--- src/rtl/phase_timer.sv ---
// phase_timer: countdown timer behind the traffic-light controller's timer port.
// A one-cycle t_start loads a phase length in seconds. A prescaler divides the
// clock down to one-second ticks, and the timer counts the phase down to expiry.
// t_done is held high after expiry until the next t_start or reset.
// Optional feature macro: PHASE_TIMER_FLICKER_EN. When it is defined, t_flicker
// also blinks at 1 Hz with a 50% duty cycle during the closing FLICKER_SECS
// seconds. When it is undefined, t_flicker simply follows t_done.
module phase_timer #(
  parameter int TICKS_PER_SEC = 100,
  parameter int FLICKER_SECS  = 5
) (
  input  logic       clk,
  input  logic       reset,
  input  logic       t_start,
  input  logic [4:0] t_length,
  output logic       t_flicker,
  output logic       t_done,
  output logic       t_busy
);

  localparam int PW = $clog2(TICKS_PER_SEC);
  localparam logic [PW-1:0] PRESCALE_MAX = PW'(TICKS_PER_SEC - 1);

  // Reject configurations the prescaler and flicker decode cannot honour.
  generate
    if (TICKS_PER_SEC < 2 || (TICKS_PER_SEC % 2) != 0) begin : g_badTicks
      $error("phase_timer: TICKS_PER_SEC must be >= 2 and even");
    end
    if (FLICKER_SECS < 0 || FLICKER_SECS > 31) begin : g_badFlicker
      $error("phase_timer: FLICKER_SECS must be in 0..31");
    end
  endgenerate

  typedef enum logic [1:0] {
    IDLE    = 2'd0,
    RUN     = 2'd1,
    EXPIRED = 2'd2
  } timerState_t;

  timerState_t     r_state;
  logic [4:0]      r_remaining;
  logic [PW-1:0]   r_prescale;
  logic            r_busy;
  logic            r_done;

  timerState_t     w_nextState;
  logic [4:0]      w_nextRemaining;
  logic [PW-1:0]   w_nextPrescale;

  // Next-state logic. A start pulse overrides the countdown. A nonzero length
  // starts or restarts the run, and a zero length expires at once. While
  // running, each prescaler wrap removes one second, and the last second
  // leads to EXPIRED, so remaining never goes below 1 during a run.
  always_comb begin
    w_nextState     = r_state;
    w_nextRemaining = r_remaining;
    w_nextPrescale  = r_prescale;
    if (t_start) begin
      w_nextPrescale = '0;
      if (t_length != 5'd0) begin
        w_nextRemaining = t_length;
        w_nextState     = RUN;
      end else begin
        w_nextState     = EXPIRED;
      end
    end else begin
      case (r_state)
        RUN: begin
          if (r_prescale == PRESCALE_MAX) begin
            w_nextPrescale  = '0;
            w_nextRemaining = r_remaining - 5'd1;
            if (r_remaining == 5'd1) begin
              w_nextState = EXPIRED;
            end
          end else begin
            w_nextPrescale = r_prescale + 1'b1;
          end
        end
        EXPIRED: w_nextState = EXPIRED;
        default: w_nextState = IDLE;
      endcase
    end
  end

  // State register. busy and done are registered from the next state, so
  // they change on the same edge as the state and t_done drops on the
  // edge that accepts a new start.
  always_ff @(posedge clk) begin
    if (reset) begin
      r_state     <= IDLE;
      r_remaining <= '0;
      r_prescale  <= '0;
      r_busy      <= 1'b0;
      r_done      <= 1'b0;
    end else begin
      r_state     <= w_nextState;
      r_remaining <= w_nextRemaining;
      r_prescale  <= w_nextPrescale;
      r_busy      <= (w_nextState == RUN);
      r_done      <= (w_nextState == EXPIRED);
    end
  end

  assign t_done = r_done;
  assign t_busy = r_busy;

`ifdef PHASE_TIMER_FLICKER_EN
  localparam logic [4:0]    FLICKER_LIM = 5'(FLICKER_SECS);
  localparam logic [PW-1:0] HALF_SEC    = PW'(TICKS_PER_SEC / 2);

  assign t_flicker = r_done |
                     (r_busy && (r_remaining <= FLICKER_LIM) && (r_prescale < HALF_SEC));
`else
  assign t_flicker = r_done;
`endif

endmodule

--- config.mk ---
export PLATFORM = sky130hd
export DESIGN_NAME = phase_timer
export DESIGN_NICKNAME = d
export VERILOG_FILES = /design/src/rtl/phase_timer.sv
export SDC_FILE = /design/constraint.sdc
export NUM_CORES = 1
export LEC_CHECK = 0
export CAP_MARGIN = 20
export CELL_PAD_IN_SITES_DETAIL_PLACEMENT = 1
export CELL_PAD_IN_SITES_GLOBAL_PLACEMENT = 1
export CORE_MARGIN = 4
export CORE_UTILIZATION = 45
export CTS_BUF_LIST = sky130_fd_sc_hd__clkbuf_4
export CTS_CLUSTER_SIZE = 8
export DETAILED_ROUTE_END_ITERATION = 10
export MAX_ROUTING_LAYER = met4
export PLACE_DENSITY_LB_ADDON = 0.1
export SYNTH_ARGS = -nofsm -noshare
export SYNTH_HDL_FRONTEND = slang
export SYNTH_SLANG_ARGS = --single-unit
--- constraint.sdc ---
create_clock -name clk -period 4.1 [get_ports clk]
set_clock_uncertainty 0.1 [all_clocks]
set_input_delay 0.82 -clock clk [delete_from_list [all_inputs] [get_ports clk]]
set_output_delay 0.82 -clock clk [all_outputs]
set_load 0.01 [all_outputs]
* After elaboration in Yosys (flattened, before gate mapping)
Index checks and enable logic that the tools add are counted.
Operators by class: $add $sub $neg 2, equality and inequality tests 7, multiplexer cells 10, reductions and logical operators 5
Operators by type and width (count):
- two-way mux 5 bit | 4
- two-way mux 2 bit | 4
- adder 7 x 1 -> 7 bit, second input constant | 1
- == test 7 bit, second input constant | 1
- two-way mux 7 bit | 1
- == test 5 x 1 -> 1 bit, second input constant | 1
- nonzero test 5 bit | 1
- subtractor 5 x 1 -> 5 bit, second input constant | 1
- == test 2 x 1 -> 1 bit, second input constant | 2
- == test 2 bit, second input constant | 2
- case mux 2 bit (2 select lines) | 1
- nonzero test 2 bit | 2
- AND reduction 3 bit | 1
- inequality test 2 x 1 -> 1 bit, second input constant | 1
- OR reduction 2 bit | 1
Word-level totals: register bits after elaboration 16, output and inout port bits 3, logic and storage cells 29

* Longest topological paths before layout
Gate-level depths: netlist of run 1.
depth in word-level cells 6, gate-level depth with buffers 7, mapped depth without buffers 6

* Worst setup path after synthesis of run 1
No wires, ideal clock.
path kind input-to-reg, start point in t_length[1], end point reg r_busy (netlist: t_busy), setup time 135 ps, arrival 1751 ps, data required time 3865 ps, path slack 2114 ps, stages on the path 4, path buffers 0, path through or4_4 o21ai_4 o21a_1 a211oi_1
Between the ends: longest elaborated chain between the ends 4
Ends and longest elaborated chain:
- start, declared | RTL line 15 | input logic [4:0] t_length,
- nonzero test 5 bit | RTL line 60 | if (t_length != 5'd0) begin
- two-way mux 2 bit | RTL line 60
- two-way mux 2 bit | RTL line 58 | if (t_start) begin
- == test 2 x 1 -> 1 bit | RTL line 99 | r_busy <= (w_nextState == RUN);
- end signal, assigned | RTL line 99
- end, declared | RTL line 43 | logic r_busy;
No other way between the ends. A chain may end at the register's enable or synchronous reset.

* Worst setup path after layout of run 1
start point in t_start, end point reg r_remaining[4]
Between the ends: longest elaborated chain between the ends 2, elaborated cells on any way between the ends 5
Ends and longest elaborated chain:
- start, declared | RTL line 14 | input logic t_start,
- inequality test 2 x 1 -> 1 bit (no line) / nonzero test 2 bit (equally long branches)
- AND reduction 3 bit (no line)
- end signal, assigned | RTL line 97 | r_remaining <= w_nextRemaining;
- end, declared | RTL line 41 | logic [4:0] r_remaining;
Several ways; a longest one is shown, not always the timed one.

==> impl.org, run 1 <==
** Global route
- Met3 usage :: 0.0423
- Maximum number of pins on one net before global-route repair :: 15
- Met1 usage in global routing :: 0.234
- Antenna violations before repair :: 0
- The first global-routing pass estimated 3790 um of wire.
- The number of global-route vias before repair was 821.
- The global routing stage identified its most utilized layer as met2.
- Global route overflow :: 0
- Global-route track usage on met2 :: 0.300
- All-Layer GR Usage :: 0.189

** Clock tree
- Total CTS buffers :: 3
- The later pin in the worst-skew pair is clocked with a latency of 0.28 ns.
- Sink count of the clock tree :: 16
- CTS built an H-tree with a depth of 1.
- Clock-pin slew was measured on the worst setup and hold paths at 0.09 ns.
- Post-CTS setup buffers :: 0
- Number of hold buffers added after CTS :: 0
- Library cell used as clock root buffer :: clkbuf_4
- Maximum clock insertion buffer count :: 2
- Gates resized, CTS repair :: 0
- TritonCTS built the clock tree.

** Layout
- The area growth from synthesis to layout is 14.4%.
- Commonest cells after routing, fill and taps aside :: 16 x dfxtp_1, 11 x nor2_1, 10 x clkdlybuf4s50_1, 8 x a21oi_1, 7 x inv_1
- At the end of the flow, the number of nets in the layout was 130.
- Commonest non-fill, non-tap cell in the layout :: dfxtp_1
- Antenna cell count :: 0
- Fraction of final layout cells sized beyond drive strength 1 :: 0.103
- With fillers left out, the area of the finished cells amounts to 0.00106 mm2.

** Worst setup path
- The critical path in this run is classified as in2reg.
- Worst setup path startpoint :: t_start
- The worst register-to-register path ends at r_remaining[4]$_SDFFE_PP0P_.
- The largest single stage delay on the critical path is 0.69 ns.
- STA puts the critical path data arrival time at 2.49 ns.
- For the worst setup path, the data required time is 4.18 ns.
- Cell chain of the critical path :: clkdlybuf4s50_1, inv_1, nand3_1, and3_1, a211o_1
- In this run the critical register-to-register path is launched from r_state[1]$_SDFF_PP0_.
- The worst setup path is launched from a primary input.
- STA classifies the critical path endpoint as a flop.
- Counting cells, the worst reg-to-reg path comes to 6.
- Of all nets on the critical path, the largest fanout is 14.
- The worst register-to-register path has a setup slack of 2.05 ns.
- The most critical setup path has its endpoint at r_remaining[4]$_SDFFE_PP0P_.
- Among all stages on the critical path, the largest delay is contributed by clkdlybuf4s50_1.

** Synthesis
- Primary FF master, synth :: dfxtp_1
- Synthesis inferred 16 register bits.
- After synthesis, the netlist uses 41 different library cells.
- For this run, the register share of the synthesized area comes to 0.345.
- Summed instance area of the synthesized netlist :: 927 um2
- Mapped Nets :: 119
- After synthesis, the share of flip-flops with an asynchronous set or reset is 0.
- Dividing the synthesized area by the synthesized cell count gives 8.75 um2.
- EDFF count, synth :: 0
- Gate count after technology mapping :: 106
- For this run, the number of Yosys warnings is 0.

** Floorplan
- Number of placement rows :: 16
- Number of top-level design ports :: 11
- For this configuration, the core starts out at a cell density of 0.473.
- Die extent in y :: 53.4 um
- In this run the standard cell core region covers 0.00196 mm2.
- The floorplan step defined a die boundary enclosing 0.00285 mm2.
- Horiz. Die Dim :: 53.4 um

** Power and ir drop
- Across the VDD grid, the largest voltage drop is 0.152 mV.
- PnR Total Power :: 301 uW
- Pwr dens :: 284 mW/mm2
- LEAKAGE :: 0.404 nW

** Worst hold path
- The worst hold path passes through 2 cells.
- Hold_sp :: r_prescale[5]$_SDFFE_PP0P_
- Hold crit path type :: reg2reg

** Timing
- Setup repair after global routing left no endpoint under its margin.
- After routing, the total negative slack on setup checks comes to 0 ns.
- Number of pins exceeding their max-slew limit in the final report :: 0
- Normalized max-slew margin :: 0.631
- Based on the critical path, the design can be clocked at up to 415 MHz.
- The worst path needs 2.41 ns of the cycle, external delays included.
- Post-route clock period utilization :: 0.587
- For the pin with the worst max-slew slack, the measured transition is 0.552 ns.
- Number of hold violations in the final report :: 0
- Worst-case hold slack :: 0.419 ns
- Setup violations remaining at the end of the flow were counted as 0.

** Route
- Total Wirelength :: 2120 um
- The detail route stage leaves a number of antenna-violating nets equal to 0.
- Avg Vias per Cell :: 5.56
- After the first detailed-routing iteration, the DRC count stood at 9.
- Detailed-routing iteration count for the pre-antenna-repair pass :: 4
- In the final routed layout, each cell accounts on average for 14.8 um.
- After detailed routing, the number of remaining DRC violations is 0.
- Via count :: 795

** Placed design
- Weighted congestion reported at the end of routability-driven placement :: 0.877
- PortBufs :: 10
- The wire-length estimate of the detail-placed layout is 1690 um.
- In this run the cell area measured after placement is 0.00103 mm2.

** Run status
- The flow ran to the end, and the final reports show no timing, DRC or antenna violations.

** Job
- Across the run, the number of max-cap violations was 0.
-- flip-flops by register name, summed over array words and instances, names as in the netlist --
| register | flops |
|---|---|
| r_remaining | 5 |
| r_state | 2 |
| r_prescale | 7 |
| t_busy | 1 |
| t_done | 1 |
-- power by group --
group / switching [mW] / total (mW) / internal (mW)
clock network: 0.0492 / 0.0845 / 0.0353
logic: 0.0255 / 0.0493 / 0.0239
registers: 0.00589 / 0.167 / 0.161
total: 0.0806 / 0.301 / 0.220
-- cell usage after synthesis, types with 3 or more instances --
| master | count | area, um2 |
|---|---|---|
| nor3_1 | 4 | 20.0 |
| xor2_1 | 3 | 26.3 |
| nor2_1 | 11 | 41.3 |
| a21oi_1 | 8 | 40.0 |
| ha_1 | 5 | 62.6 |
| nand2_1 | 6 | 22.5 |
| nand3_1 | 5 | 25.0 |
| a211o_1 | 3 | 26.3 |
| inv_1 | 7 | 26.3 |
| and3_1 | 3 | 18.8 |
| dfxtp_1 | 16 | 320 |
-- worst min-delay path by stage --
stage	end	slack, ns
final	r_prescale[5]$_SDFFE_PP0P_	0.42
after global routing	r_prescale[5]$_SDFFE_PP0P_	0.47
after CTS	r_prescale[5]$_SDFFE_PP0P_	0.43
after detailed placement	r_prescale[5]$_SDFFE_PP0P_	0.41
after global placement	r_prescale[5]$_SDFFE_PP0P_	0.39
after floorplan	r_prescale[6]$_SDFFE_PP0P_	0.37
-- worst max-delay path, delay by kind of cell --
kind | cells | cell delay (ns)
simple gates | 2 | 0.52
compound gates | 1 | 0.21
buf+inv | 2 | 0.93
-- through the flow --
stage	utilization	cells	setup slack, ns
6_report	0.541	143	1.69
5_1_grt	0.541	143	1.63
4_1_cts	0.541	143	1.75
3_5_place_dp	0.527	139	1.44
3_3_place_gp	0.527	139	1.50
2_1_floorplan	-	106	2.11
-- logic make-up (layout without fill, tap and decap cells) --
kind of cell             count (synthesis)  count (layout)  synth area share
XOR/XNOR                                 4               4            0.0378
adder cells (fa/ha/maj)                  5               5            0.0675
AO/OA/AOI/OAI                           25              25             0.197
flip-flops                              16              16             0.345
multiplexers                             2               2            0.0270
AND/OR/NAND/NOR                         43              43             0.269
buffers and inverters                   11              21            0.0567
-- final cells by class --
cell class / instances / area (um2)
Fill cell: 249 / 901
Tap cell: 27 / 33.8
Clock inverter: 1 / 3.75
Clock buffer: 3 / 22.5
Sequential cell: 16 / 320
Timing Repair Buffer: 10 / 100
Multi-Input combinational cell: 79 / 554
Inverter: 7 / 26.3
-- layer usage --
| metal | up-vias | routed length [um] |
|---|---|---|
| li1 | 407 | - |
| met1 | 380 | 1030 |
| met2 | 6 | 1040 |
| met3 | 2 | 35 |
| met4 | 0 | 15 |
| met5 | - | 0 |
No activity file was read; power rests on OpenSTA's default activity.
==> inputs of run 2 (changes only) <==
Settings changed: CORE_UTILIZATION 45 to 39.
Clock period 4.1 ns to 2.1 ns, I/O delays scaled along.
==> impl.org, run 2 (synthesis results as in run 1) <==
** Global route
- The number of global-route vias before repair is 851.
- Global route overflow :: 0
- All-Layer GR Usage :: 0.154
- First-pass GRT wire length :: 3880 um
- The number of antenna violations at the first check in global routing came to 0.
- Entering global routing, the biggest net connects 10 pins.

** Floorplan
- From left edge to right edge, the die measures 56.8 um.
- Measured along the y axis, the die boundary spans 56.8 um.
- The core region is 0.00223 mm2.
- Number of placement rows :: 17
- Effective utilization at floorplan :: 0.415
- Area enclosed by the die boundary :: 0.00322 mm2
- 11 I/O pins were placed.

** Power and ir drop
- The design draws 595 uW.
- Dividing total power by cell area gives a power density of 541 mW/mm2.
- LEAKAGE :: 0.427 nW
- VDD sags by at most 0.391 mV.

** Worst setup path
- STA puts the critical path data required time at 2.16 ns.
- Cell chain of the critical path :: clkdlybuf4s50_1, or4_4, o21ai_4, o21a_1, a211oi_1
- Depth of the most critical reg-to-reg path :: 5
- Kind of launch point of the worst setup path :: primary input
- Family of cells with the greatest summed delay on the critical path :: simple AND/OR/NAND/NOR gates
- STA classifies the critical path endpoint as a flop.
- The endpoint identified for the worst register-to-register timing path is r_remaining[4]$_SDFFE_PP0P_.
- The setup check on the worst reg-to-reg path leaves a slack of 0.29 ns.
- Biggest cell delay along the critical path :: 0.57 ns
- Data on the critical path arrives at its endpoint at 1.90 ns.
- Startpoint-to-endpoint class of the critical path :: in2reg
- Among all stages on the critical path, the largest delay is contributed by or4_4.
- Launch instance of the worst register-to-register path :: r_prescale[0]$_SDFFE_PP0P_
- CP Buf/Inv Count :: 1
- Along the worst path, the maximum fanout reaches 6.

** Worst hold path
- Hold_sp :: r_prescale[6]$_SDFFE_PP0P_
- Worst hold path cell count :: 2
- Terminating pin of the worst hold path :: r_prescale[6]$_SDFFE_PP0P_
- The tightest min-delay check is of the reg2reg type.

** Clock tree
- CTS built an H-tree with a depth of 1.
- TritonCTS built the clock tree.
- Post-CTS setup buffers :: 0
- Clk Latency, worst-skew pair :: 0.28 ns
- TritonCTS created 3 clock buffers.
- The number of gates resized after CTS was 0.
- The tree is rooted in a clkbuf_4.
- After clock tree synthesis, the clock-pin slew on the worst setup and hold paths is 0.09 ns.
- Number of hold buffers added after CTS :: 0
- Maximum clock insertion buffer count :: 2
- Counting every sink on the clock net gives 16.

** Timing
- Setup violations remaining at the end of the flow were counted as 0.
- Of the available clock period, the critical path in the final layout requires 0.875.
- Final critical path time including I/O delays and setup :: 1.84 ns
- Final-layout setup total negative slack :: 0 ns
- The final number of hold-violating endpoints is 0.
- Number of pins exceeding their max-slew limit in the final report :: 0
- Setup repair after global routing left no endpoint under its margin.
- Normalized max-slew margin :: 0.761
- Measured slew at the worst slew-check pin :: 0.355 ns
- Derived from the worst setup path, the maximum achievable clock frequency is 544 MHz.
- Worst-case hold slack :: 0.413 ns

** Route
- The first TritonRoute pass finished after 4 iterations.
- In the final routed layout, each cell accounts on average for 14.7 um.
- Drt first-iter violations :: 9
- Antenna-violating nets left :: 0
- In the routed design, unresolved DRC markers number 0.
- Dividing the detail-routed via count by the number of cells gives 5.47.
- Total Wirelength :: 2190 um
- Via count :: 815

** Layout
- Fraction of final layout cells sized beyond drive strength 1 :: 0.140
- Max reg flops :: 7
- Commonest cells after routing, fill and taps aside :: 16 x dfxtp_1, 11 x nor2_1, 10 x clkdlybuf4s50_1, 8 x a21oi_1, 7 x inv_1
- Ranked by flip-flop count, first place goes to r_prescale.
- Number of fill cells in the layout :: 281
- Commonest non-fill, non-tap cell in the layout :: dfxtp_1
- The finished cells cover 0.00110 mm2.
- The net count of the finished layout is 135.
- Antenna cell count :: 0
- Fraction of the core area covered by cells at the end of the flow :: 0.492
- Area growth syn-to-layout :: 18.6%
- The largest registers in the layout are r_prescale: 7 flops, r_remaining: 5 flops, r_state: 2 flops.

** Run status
- The flow ran to the end, and the final reports show no timing, DRC or antenna violations.

** Placed design
- Port buffering added 10 buffers.
- The HPWL after detailed placement is 1790 um.
- Weighted congestion reported at the end of routability-driven placement :: 0.838
- Summing all placed instances gives a cell area of 0.00107 mm2.

** Job
- Maximum capacitance violations :: 0
-- run 2: cell count changes in the layout (fill, tap and decap cells not counted), sizes merged --
cell,change
buf,+5
-- run 2: tightest hold or removal path, delay by kind of cell (launching register included) --
family          cells  cell delay [ns]
flops               1             0.34
compound gates      2             0.14
-- run 2: worst max path at each step --
| stage | slack [ns] | start | to | cells after the start |
|---|---|---|---|---|
| after CTS | 0.27 | t_length[1] | t_busy$_SDFF_PP0_ | 5 |
| after global placement | 0.04 | t_length[1] | t_busy$_SDFF_PP0_ | 5 |
| after global routing | 0.19 | r_prescale[0]$_SDFFE_PP0P_ | r_remaining[4]$_SDFFE_PP0P_ | 5 |
| after detailed placement | -0.04 | t_length[1] | t_busy$_SDFF_PP0_ | 5 |
| after floorplan | 0.37 | r_state[1]$_SDFF_PP0_ | r_remaining[4]$_SDFFE_PP0P_ | 7 |
| final | 0.26 | t_length[1] | t_busy$_SDFF_PP0_ | 5 |
-- run 2: layout make-up --
type                       instances  area (um2)  area share
sequential                        16         320       0.291
clock inverter                     1        3.75     0.00341
clock buffer                       3        22.5      0.0205
inverter                           7        26.3      0.0239
multi-input combinational         79         554       0.504
tap                               28        35.0      0.0319
timing repair buffer              15         138       0.125
-- run 2: per-layer routing --
metal / vias to the layer above / wire [um] / global-route usage
li1: 416 / - / -
met4: 0 / 31 / 0.0695
met5: - / 0 / -
met2: 8 / 1120 / 0.256
met3: 4 / 38 / 0.0253
met1: 387 / 1010 / 0.182
-- run 2: power breakdown --
part           internal, mW  switching [mW]
clock network        0.0689          0.0992
registers             0.315          0.0115
logic                0.0511          0.0498
-- run 2: per-stage QoR --
| step | instances | setup slack (ns) |
|---|---|---|
| finish | 149 | 0.263 |
| global route | 149 | 0.193 |
| CTS | 149 | 0.272 |
| detailed placement | 145 | -0.0421 |
| global placement | 145 | 0.0376 |
| floorplan | 106 | 0.367 |
==> inputs of run 3 (changes only) <==
Settings changed: ABC_AREA from default to 1, CORE_UTILIZATION 39 to 36, SLEW_MARGIN from default to 20.
==> impl.org, run 3 <==
** Synthesis
- Mean area per synthesized cell :: 7.18 um2
- Synthesis warning total :: 0
- For this run, the register share of the synthesized area comes to 0.366.
- In this run, synthesis inferred 0 flip-flops with an integrated enable.
- The share of synthesized area in the top cell type comes to 0.366.
- After synthesis, the most frequently instantiated cells are 28 x nand2_1, 17 x inv_1, 16 x dfxtp_1, 11 x a21oi_1, 10 x nor2_1.
- Number of distinct library cells after synthesis :: 23
- Gate count after technology mapping :: 122
- nand2_1 is the most common cell in the netlist.
- The mapped netlist covers 876 um2.
- The most used flip-flop cell after synthesis is dfxtp_1.
- The number of nets in the synthesized netlist is 135.
- Of all flip-flops after synthesis, the portion carrying an async set or reset was 0.
- Summed over all instances, the cell type with the most area after synthesis is dfxtp_1.
- Counting flops and latches in the post-synthesis netlist gives 16.
- In the post-synthesis netlist, the biggest area contributors are dfxtp_1 37%, nand2_1 12%, inv_1 7.3%.

** Global route
- Maximum number of pins on one net before global-route repair :: 10
- Global route overflow :: 0
- First-pass GRT wire length :: 3300 um
- Vias in the first global route :: 789
- The number of antenna violations at the first check in global routing was 0.
- For this run, the total global-route usage over all layers was measured as 0.131.

** Worst setup path
- Kind of launch point of the worst setup path :: flop
- The worst register-to-register path has a depth of 8.
- Biggest cell delay along the critical path :: 0.54 ns
- The largest individual stage delay along the critical path comes from the cell clkdlybuf4s50_1.
- Data arrival time at the worst-slack endpoint :: 1.16 ns
- STA puts the critical path data required time at 1.58 ns.
- The worst setup path is captured at a primary output.
- Stages on worst setup path :: 1
- Worst setup path startpoint :: t_done$_SDFF_PP0_
- Critical path endpoint :: t_flicker
- Launch instance of the worst register-to-register path :: r_state[0]$_SDFF_PP0_
- The signal on the critical path passes through clkdlybuf4s50_1.
- Register-to-register setup slack :: 0.43 ns
- Crit path max fanout :: 2
- The setup path with the least slack is of type reg2out.
- Reg-to-reg endpoint :: r_remaining[0]$_SDFFE_PP0P_
- Family of cells with the greatest summed delay on the critical path :: buffers and inverters
- CP Buf/Inv Count :: 1

** Clock tree
- Clock tree synthesis selected as its root buffer the cell clkbuf_4.
- Post-CTS timing repair inserted 0 buffers for setup.
- Clock input transition at the sequential cells of the worst setup and hold paths :: 0.10 ns
- After clock tree synthesis, the repair step resized 0 gates.
- TritonCTS created 3 clock buffers.
- H-tree Lvls :: 1
- Number of hold buffers added after CTS :: 0
- For this design, the sink count on the clock tree is 16.
- Maximum clock insertion buffer count :: 2
- TritonCTS clock tree :: built
- The later pin in the worst-skew pair is clocked with a latency of 0.29 ns.

** Timing
- Number of pins exceeding their max-slew limit in the final report :: 0
- Of the available clock period, the critical path in the final layout requires 0.802.
- Final critical-path setup slack :: 0.416 ns
- Static timing analysis puts the maximum clock frequency at 594 MHz.
- At the pin with the least slew margin, the transition time is 0.250 ns.
- Number of hold violations in the final report :: 0
- Normalized max-slew margin :: 0.833
- Final-layout setup total negative slack :: 0 ns
- Setup repair after global routing left no endpoint under its margin.
- Setup violations remaining at the end of the flow were counted as 0.
- Hold timing on the final database bottoms out at a slack of 0.398 ns.
- Final critical path time including I/O delays and setup :: 1.68 ns

** Run status
- The run finished with clean final reports.

** Route
- Drt first-iter violations :: 10
- Avg Vias per Cell :: 4.88
- In the final routed layout, each cell accounts on average for 11.5 um.
- For this block, the via count after detailed routing is 796.
- Antenna-violating nets left :: 0
- DRC errors left :: 0
- The final layout contains routed wiring with a total length of 1880 um.
- The first detailed-routing pass ran for 4 iterations.

** Floorplan
- The floorplan step defined a core boundary enclosing 0.00225 mm2.
- For this configuration, the core starts out at a cell density of 0.388.
- Measured along the x axis, the die boundary spans 57.3 um.
- Die extent in y :: 57.3 um
- The die covers 0.00329 mm2.
- Number of placement rows :: 17
- Number of top-level design ports :: 11

** Layout
- Commonest cells after routing, fill and taps aside :: 28 x nand2_1, 17 x inv_1, 16 x dfxtp_1, 11 x a21oi_1
- In the final layout, the multi-input gates occupy 469 um2.
- Fraction of final layout cells sized beyond drive strength 1 :: 0.104
- The register with the most flip-flops in the layout has 7 of them.
- Antenna cell count :: 0
- Commonest non-fill, non-tap cell in the layout :: nand2_1
- For this run, the number of standard cells in the final layout without fillers is 163.
- For this run, the share of the core covered by cells in the final layout is 0.455.
- In the final design database the tool counted 149 nets.
- Fill cells in the final layout number 310.
- With fillers left out, the area of the finished cells amounts to 0.00103 mm2.
- Area growth syn-to-layout :: 17.1%
- Registers take 320 um2.
- Register name with the most flops :: r_prescale
- Top Registers :: r_prescale: 7 flops, r_remaining: 5 flops, r_state: 2 flops

** Placed design
- Detailed placement finished with a half-perimeter wire length of 1550 um.
- The congestion estimate from routability-driven global placement came to 0.756.
- Before CTS, the worst setup slack after placement is 0.208 ns.
- Once placement completed, the tool counted placed cells totaling 159.
- Dpl cell area :: 1000 um2
- PortBufs :: 10

** Worst hold path
- The tightest min-delay check is of the reg2reg type.
- Worst hold path cell count :: 2

** Power and ir drop
- PnR Total Power :: 585 uW
- For this design the static power due to leakage is 0.428 nW.
- Dividing total power by cell area gives a power density of 570 mW/mm2.
- The worst-case IR drop observed on VDD is 0.381 mV.

** Job
- Maximum capacitance violations :: 0
[run 3: cell types whose count changed in the layout (fill, tap and decap cells not counted), sizes merged, moves of 2 or more]
cell / previous run / this run
a21oi: 8 / 11
and3: 3 / 1
nor4: 2 / 0
or3: 2 / 0
nand4: 2 / 0
and4b: 2 / 0
inv: 7 / 18
o21ai: 4 / 8
nand2: 8 / 31
a211o: 3 / 0
buf: 5 / 1
[run 3: cells by family (layout without fill, tap and decap cells)]
group / Yosys count / after routing / synth area share
adders and majority gates: 5 / 5 / 0.0714
and+or+nand+nor: 57 / 57 / 0.310
xor gates and xnor gates: 3 / 3 / 0.0300
DFF: 16 / 16 / 0.366
AOI/OAI and AO/OA: 21 / 21 / 0.124
buffers and inverters: 20 / 33 / 0.0986
[run 3: layout make-up]
cell class	count	area share
clock buffer	3	0.0220
clock inverter	1	0.00366
inverter	18	0.0659
multi-input combinational	86	0.457
sequential	16	0.312
tap	28	0.0341
timing repair buffer	11	0.105
[run 3: worst min-delay path by stage]
stage,to,startpoint,slack [ns]
after global routing,r_prescale[1]$_SDFFE_PP0P_,r_prescale[1]$_SDFFE_PP0P_,0.43
after global placement,r_prescale[1]$_SDFFE_PP0P_,r_prescale[1]$_SDFFE_PP0P_,0.37
after CTS,r_prescale[0]$_SDFFE_PP0P_,r_prescale[0]$_SDFFE_PP0P_,0.41
after floorplan,r_prescale[1]$_SDFFE_PP0P_,r_prescale[1]$_SDFFE_PP0P_,0.35
after detailed placement,r_prescale[0]$_SDFFE_PP0P_,r_prescale[0]$_SDFFE_PP0P_,0.39
final,r_prescale[0]$_SDFFE_PP0P_,r_prescale[0]$_SDFFE_PP0P_,0.40
[run 3: routing by layer]
metal	vias to the layer above	track usage	share of wire
li1	413	-	-
met4	0	0.0596	0.024
met5	-	-	0
met3	5	0.0294	0.025
met1	368	0.175	0.52
met2	10	0.186	0.43
[run 3: where the power goes]
part	internal (mW)	switching, mW	total (mW)
sequential	0.315	0.00809	0.323
combinational	0.0408	0.0516	0.0924
clock	0.0691	0.100	0.169
total	0.425	0.160	0.585
